File: config.mk
export PLATFORM = sky130hd
export DESIGN_NAME = pps_fetch_queue
export DESIGN_NICKNAME = d
export VERILOG_FILES = /design/src/rtl/pps_pkg.sv /design/src/rtl/pps_fifo_ram.sv /design/src/rtl/pps_fetch_queue.sv
export SDC_FILE = /design/constraint.sdc
export NUM_CORES = 1
export LEC_CHECK = 0
export ABC_AREA = 1
export CORE_MARGIN = 2
export CORE_UTILIZATION = 35
export DETAILED_ROUTE_END_ITERATION = 12
export GPL_ROUTABILITY_DRIVEN = 0
export PLACE_DENSITY = 0.63
export SLEW_MARGIN = 20
export SYNTH_ARGS = -nofsm -noshare
export SYNTH_HDL_FRONTEND = slang
export SYNTH_SLANG_ARGS = --single-unit
File: constraint.sdc
create_clock -name clk -period 5.6 [get_ports clk]
set_input_delay 1.68 -clock clk [delete_from_list [all_inputs] [get_ports clk]]
set_output_delay 1.68 -clock clk [all_outputs]
set_load 0.02 [all_outputs]
File: src/rtl/pps_pkg.sv
// Shared fetch/decode types and constants for the pps pipeline front end.
package pps_pkg;

  localparam logic [31:0] NOP_INST   = 32'h0000_0000;
  localparam logic [31:0] PC_RST_VEC = 32'hFFFF_FFFC;

  typedef struct packed {
    logic [31:0] inst;
    logic [31:0] pc;
  } if_pkt_t;

endpackage

File: src/rtl/pps_fifo_ram.sv
// DEPTH x 64-bit instruction/PC storage: one synchronous write port and an
// asynchronous read port addressed by the queue head.
module pps_fifo_ram
  import pps_pkg::*;
#(
  parameter int DEPTH = 2,
  parameter int AW    = (DEPTH > 1) ? $clog2(DEPTH) : 1
) (
  input  logic          clk,
  input  logic          we,
  input  logic [AW-1:0] waddr,
  input  if_pkt_t       wdata,
  input  logic [AW-1:0] raddr,
  output if_pkt_t       rdata
);

  if_pkt_t mem [DEPTH];

  always_ff @(posedge clk) begin
    if (we) mem[waddr] <= wdata;
  end

  assign rdata = mem[raddr];

endmodule

File: src/rtl/pps_fetch_queue.sv
// Instruction buffer plus IF/ID register between fetch and decode.
// Optional macro PPS_FETCH_QUEUE_STATS_EN adds stall_cnt/flush_cnt outputs.
module pps_fetch_queue
  import pps_pkg::*;
#(
  parameter int          DEPTH    = 2,
  parameter logic [31:0] NOP_INST = pps_pkg::NOP_INST
) (
  input  logic        clk,
  input  logic        rst,
  input  logic        in_vld,
  input  logic [31:0] in_inst,
  input  logic [31:0] in_pc,
  input  logic        flush,
  input  logic        id_stall,
  output logic        fetch_hold,
  output logic        id_vld,
  output logic [31:0] id_inst,
  output logic [31:0] id_pc,
  output logic [3:0]  occupancy
`ifdef PPS_FETCH_QUEUE_STATS_EN
  ,
  output logic [15:0] stall_cnt,
  output logic [15:0] flush_cnt
`endif
);

  localparam int AW = (DEPTH > 1) ? $clog2(DEPTH) : 1;

  logic [AW-1:0] rd_ptr, wr_ptr;
  logic [3:0]    count, count_nxt;
  logic          pop, push, bypass, overflow;
  if_pkt_t       head_pkt, in_pkt;

  function automatic logic [AW-1:0] ptr_inc(input logic [AW-1:0] p);
    return (p == AW'(DEPTH - 1)) ? '0 : p + 1'b1;
  endfunction

  assign in_pkt = '{inst: in_inst, pc: in_pc};

  always_comb begin
    pop       = 1'b0;
    bypass    = 1'b0;
    push      = 1'b0;
    overflow  = 1'b0;
    count_nxt = count;
    if (!id_stall && !flush) begin
      pop    = (count != 4'd0);
      bypass = (count == 4'd0) && in_vld;
    end
    // A full queue only accepts a new entry when the head leaves this cycle.
    if (in_vld && !flush && !bypass) begin
      if (count < 4'(DEPTH) || pop) push = 1'b1;
      else                          overflow = 1'b1;
    end
    case ({push, pop})
      2'b10:   count_nxt = count + 4'd1;
      2'b01:   count_nxt = count - 4'd1;
      default: count_nxt = count;
    endcase
  end

  pps_fifo_ram #(.DEPTH(DEPTH), .AW(AW)) u_ram (
    .clk   (clk),
    .we    (push),
    .waddr (wr_ptr),
    .wdata (in_pkt),
    .raddr (rd_ptr),
    .rdata (head_pkt)
  );

  always_ff @(posedge clk) begin
    if (rst) begin
      id_vld  <= 1'b0;
      id_inst <= NOP_INST;
      id_pc   <= 32'h0;
      count   <= 4'd0;
      rd_ptr  <= '0;
      wr_ptr  <= '0;
    end else begin
      // Under stall the ID register is frozen, even on flush: it is the delay slot.
      if (!id_stall) begin
        if (flush) begin
          id_vld  <= 1'b0;
          id_inst <= NOP_INST;
        end else if (pop) begin
          id_vld  <= 1'b1;
          id_inst <= head_pkt.inst;
          id_pc   <= head_pkt.pc;
        end else if (bypass) begin
          id_vld  <= 1'b1;
          id_inst <= in_inst;
          id_pc   <= in_pc;
        end else begin
          id_vld  <= 1'b0;
          id_inst <= NOP_INST;
        end
      end
      if (flush) begin
        count  <= 4'd0;
        rd_ptr <= '0;
        wr_ptr <= '0;
      end else begin
        count <= count_nxt;
        if (pop)  rd_ptr <= ptr_inc(rd_ptr);
        if (push) wr_ptr <= ptr_inc(wr_ptr);
      end
    end
  end

  always_ff @(posedge clk) begin
    if (!rst) assert (!overflow);
  end

  // Hold one slot back for the instruction already in flight from SRAM.
  assign fetch_hold = (count >= 4'(DEPTH - 1));
  assign occupancy  = count;

`ifdef PPS_FETCH_QUEUE_STATS_EN
  always_ff @(posedge clk) begin
    if (rst) begin
      stall_cnt <= 16'h0;
      flush_cnt <= 16'h0;
    end else begin
      if (id_stall && id_vld && stall_cnt != 16'hFFFF) stall_cnt <= stall_cnt + 16'd1;
      if (flush && flush_cnt != 16'hFFFF)              flush_cnt <= flush_cnt + 16'd1;
    end
  end
`else
  // Statistics counters are not built in this configuration.
`endif

endmodule

# --- Word-level counts from Yosys, hierarchy flattened ---
# Memories as Yosys holds them, arrays and structs flattened. A register that Yosys moved wholly into a read port is not among the register bits.
# Cells that the tools add are included.
classes:
  reduce_logical: 14
  magnitude_cmp: 2
  multipliers: 0
  eq_ne: 2
  mux: 19
  n_bitwise: 2
  shift: 0
  div_mod_pow: 0
  n_addsub: 4
op_table:
  columns: ["cell", "n"]
  rows:
  - ["two-way mux 32 bit", 5]
  - ["two-way mux 1 bit", 13]
  - ["case mux 4 bit (2 select lines)", 1]
  - ["adder 4 x 1 -> 4 bit, second input constant", 1]
  - ["greater-or-equal comparator 4 x 1 -> 1 bit, second input constant", 1]
  - ["logical AND 1 bit", 4]
  - ["zero test 4 bit", 1]
  - ["less-than comparator 4 x 2 -> 1 bit, second input constant", 1]
  - ["nonzero test 2 bit", 2]
  - ["nonzero test 4 bit", 1]
  - ["subtractor 4 x 1 -> 4 bit, second input constant", 1]
  - ["zero test 1 bit", 3]
  - ["AND reduction 3 bit", 1]
  - ["adder 1 bit, second input constant", 2]
  - ["equality test 2 x 1 -> 1 bit, second input constant", 1]
  - ["equality test 2 bit, second input constant", 1]
  - ["NOT 1 bit", 2]
  - ["OR reduction 2 bit", 1]
  - ["logical OR 1 bit", 1]
word_totals:
  mem_bits_rw: 128
  rom_bits: 0
  n_memories: 1
  output_inout_bits: 70
  latchBits: 0
  regBits: 71
memory_table:
  columns: ["name", "depth", "word_bits", "read_ports", "rd_ports_with_merged_regs", "wr", "line_no", "text"]
  rows:
  - ["u_ram.mem", 2, 64, 1, 1, 1, "pps_fifo_ram.sv:17", "if_pkt_t mem [DEPTH];"]

# --- Depth between registers and ports, before layout ---
depth:
  depth_word: 8
  ltp_mapped: 10
  ltp_nobuf: 10

# --- By module ---
# A second synthesis with hierarchy kept.
hier_totals:
  cells_unflattened: 865
  hier_area_um2: 8271.7
by_module_without_submodules:
  columns: ["module", "area_per_inst_um2", "seq_area_each_um2", "instances", "cells_per_inst"]
  rows:
  - ["pps_fifo_ram", 4703.3, 3843.7, 1, 338]
  - ["pps_fetch_queue", 3568.4, 1421.4, 1, 527]

# --- Worst setup path before layout ---
# OpenSTA, ideal clock, no wires.
synth_timing:
  path_kind: "input port to flip-flop"
  start: "input id_stall"
  end: "memory u_ram.mem[1][0] (netlist bit), enable pin"
  path_stages: 6
  required_ns: 5.112
  setup_slack_ns: 0.144
  t_arrival_ns: 4.968
  cell_sequence: "buf_6 -> nor2_8 -> nand2_8 -> o21ai_0 -> nand3_1 -> nor2_1"
synth_between:
  elab_chain_len: 8
  word_cells_on_any_way: 11
  cone_classes: "mux: 6; reduce/logical: 5"
synth_rtl:
  columns: ["item", "line_no", "text"]
  rows:
  - ["start: declaration", "pps_fetch_queue.sv:15", "input logic id_stall,"]
  - ["zero test 1 bit (*)", null, null]
  - ["logical AND 1 bit (*)", "pps_fetch_queue.sv:47", "if (!id_stall && !flush) begin"]
  - ["two-way mux 1 bit", "pps_fetch_queue.sv:47", null]
  - ["logical OR 1 bit / zero test 1 bit (equally long branches)", "pps_fetch_queue.sv:53, pps_fetch_queue.sv:52", null]
  - ["two-way mux 1 bit / logical AND 1 bit (equally long branches)", "pps_fetch_queue.sv:53, pps_fetch_queue.sv:52", null]
  - ["two-way mux 1 bit (*)", "pps_fetch_queue.sv:52", "if (in_vld && !flush && !bypass) begin"]
  - ["two-way mux 1 bit (*)", "pps_fifo_ram.sv:20", "if (we) mem[waddr] <= wdata;"]
  - ["two-way mux 1 bit (not written as such) (*)", "pps_fifo_ram.sv:20", null]
  - ["end: declaration", "pps_fifo_ram.sv:17", null]
# Mark *: on every way between the ends. The rest lies on a longest branch, timed or not.

# --- Worst setup path in the final report ---
layout_timing:
  start: "register count[1], in the netlist occupancy[1]"
  end: "output fetch_hold"
layout_between:
  elab_chain_len: 1
layout_rtl:
  columns: ["item", "line_no", "text"]
  rows:
  - ["start: declaration", "pps_fetch_queue.sv:31", "logic [3:0] count, count_nxt;"]
  - ["start signal: assignment", "pps_fetch_queue.sv:104", "count <= count_nxt;"]
  - ["greater-or-equal comparator 4 x 1 -> 1 bit", "pps_fetch_queue.sv:116", "assign fetch_hold = (count >= 4'(DEPTH - 1));"]
  - ["end: declaration", "pps_fetch_queue.sv:16", "output logic fetch_hold,"]
# Every way passes these cells.

==> impl_metrics.json <==
{
  "cts_setup_buffers": 0,
  "start_util_pct": 35.6,
  "h-tree-depth": 4,
  "synth-compound-area-share_pct": 4.53,
  "drv_slew": 0,
  "place_ws_ns": 1.35,
  "yosys.area_share.simple_pct": 23.4,
  "die_area_um2": 24300,
  "syn_area_per_cell_um2": 9.89,
  "std_cell_rows": 55,
  "via_per_inst": 4.58,
  "nNetsFinal": 1009,
  "synth_fa_ha_area_share_pct": 0.466,
  "startpoint_type": "register",
  "period_needed_ns": 3.90,
  "hold_class": "register to register",
  "dp_hpwl_mm": 11.0,
  "path_clk_slew_ns": 0.07,
  "drive_gt1_share_pct": 6.63,
  "rsz0062_at_grt": "no",
  "drt_iter0_markers": 362,
  "grt_use_total_pct": 15.6,
  "fmax_mhz": 256,
  "ys_seq_area_share_pct": 65.5,
  "min-delay-start": "rd_ptr",
  "maxSlewHeadroom_pct": 43.3,
  "crit_start": "occupancy[1]",
  "synth_top_cell_by_area": "edfxtp_1",
  "numPortBuffers": 138,
  "antenna_found_initial": 3,
  "worstSkewPairLatency_ns": 0.44,
  "fillers": 2132,
  "cts-resized-gates": 0,
  "cts_max_path_buffers": 2,
  "arrival_ns": 2.22,
  "p_leak_nw": 4.01,
  "setup_violations": 0,
  "worstMarginPinSlew_ns": 0.851,
  "synth_area_leaders": "edfxtp_1 (48%), dfxtp_1 (18%), nand2_1 (17%)",
  "gr-total-overflow": 0,
  "cts_tree": "built",
  "multi_input_area_um2": 2340,
  "post-route-period-util_pct": 69.6,
  "synth_top_area_share_pct": 47.7,
  "layout_setup_ws_ns": 1.70,
  "grt_pass1_wl_mm": 29.2,
  "syn_inst": 815,
  "ant_nets": 0,
  "drv_cap": 0,
  "synth-xor-area-share_pct": 0.435,
  "die_w_um": 156,
  "cts_root_buf": "clkbuf_16",
  "yosysWarnings": 0,
  "drc": 0,
  "tns_ns": 0,
  "synthDistinctLibCells": 29,
  "crit_fanout": 7,
  "outcome": "complete, no violations",
  "end_kind": "output pin",
  "io_pins": 139,
  "ys_seq_elements": 200,
  "grt_max_degree": 72,
  "register_area_um2": 5290,
  "synthesis.nets": 887,
  "critical_path_class": "register to output pin",
  "wire_per_inst_um": 14.8,
  "first_pass_iters": 5,
  "grt_pass1_vias": 5454,
  "placedCellCount": 1203,
  "synth_top_family_by_area": "simple AND/OR/NAND/NOR gates",
  "p_per_area_nw_per_um2": 312,
  "wl_mm": 18.4,
  "stdcell_count": 1237,
  "r2r-start": "occupancy[1]",
  "numCtsBuffers": 17,
  "required_ns": 3.92,
  "hold_ws_ns": 0.455,
  "hold_viol": 0,
  "core-area_um2": 22600,
  "syn_to_final_growth_pct": 26.7,
  "numClockSinks": 200,
  "finalClockSkew_ns": 0.00950,
  "synthMuxAreaShare_pct": 0,
  "ir_drop_mv": 0.195,
  "die_y_um": 156,
  "vias": 5667,
  "netlist_area_um2": 8060,
  "cts_hold_buf": 0
}
synthesized netlist by cell type:
cell,number
inv_4,1
nor2_1,20
buf_4,10
o21ai_0,6
inv_1,41
or2_2,6
a31oi_1,20
inv_6,1
nand3_4,1
xor2_1,3
a21oi_1,25
dfxtp_1,72
buf_1,3
o21ai_1,2
nand2_4,3
buf_6,9
nand2_8,1
o211ai_1,10
xnor2_1,1
buf_2,5
nand3_1,51
nand4_2,1
clkbuf_1,14
nor2_8,2
ha_1,3
inv_2,4
edfxtp_1,128
nand2_2,1
nand2_1,371
final timing paths:
kind / endpoint / slack, ns / cells past startpoint
worst max register to register: u_ram.mem[0][49] / 2.84 / 8
worst max-delay path: fetch_hold / 1.70 / 5
worst min-delay path: register / 0.46 / 1
worst min register to register: register / 0.46 / 1
power breakdown:
group	switching [W]	internal, W	total [W]
combinational	0.000172	0.000127	0.000300
clock	0.000542	0.000699	0.00124
sequential	0.0000200	0.00162	0.00164
total	0.000735	0.00245	0.00319
flip-flops by register name, indices dropped and copies added, names as in the netlist, named ones only:
name	cells
id_vld	1
occupancy	4
id_inst	32
u_ram.mem	128
wr_ptr	1
id_pc	32
rd_ptr	1
cells by family (layout without fill, tap and decap cells):
group	Yosys count	in the layout
AO/OA/AOI/OAI	63	63
XOR/XNOR	4	4
adder cells (fa/ha/maj)	3	3
buffers and inverters	88	223
flip-flops	200	200
other	0	2
AND/OR/NAND/NOR	457	457
metrics by stage:
stage               util [%]  cell area, um2  total power [W]
CTS                     45.1           10200          0.00322
finish                  45.1           10200          0.00319
global placement        42.4            9600          0.00198
detailed placement      42.4            9600          0.00198
floorplan                  -            8060          0.00184
global route            45.1           10200          0.00331
worst max-delay path, cell delays in order (launching register included):
cell             delay [ns]
dfxtp_1                0.38
inv_1                  0.13
ha_1                   0.26
nand3_4                0.17
or2_2                  0.31
clkdlybuf4s50_1        0.54
layer usage:
layer / track usage [%] / vias up / share of wire, %
li1: - / 2918 / -
met3: 4.00 / 16 / 5.6
met2: 24.9 / 147 / 45
met4: 4.85 / 2 / 1.1
met5: 0 / - / 0.060
met1: 20.8 / 2584 / 48
cells in the final DEF (no fill, tap or decap), drive strengths merged:
cell type	synthesis	layout
a21oi	25	25
dfxtp	72	72
buf	27	7
o211ai	10	10
edfxtp	128	128
nand4	1	1
xor2	3	3
nand2	376	376
diode	0	2
xnor2	1	1
clkinvlp	0	4
ha	3	3
nand3	52	52
bufinv	0	2
clkinv	0	3
nor2	22	22
clkbuf	14	20
or2	6	6
a31oi	20	20
clkdlybuf4s50	0	137
o21ai	8	8
inv	47	50
layout make-up:
type | count | share of cell area [%]
flip-flops and latches | 200 | 51.7
multi-input cells | 527 | 22.9
repair buffers | 144 | 14.0
clock inverters | 12 | 1.37
well taps | 285 | 3.49
diodes | 2 | 0.0490
inverters | 47 | 1.80
clock buffers | 20 | 4.57
Power figures use the tool's default switching activity.
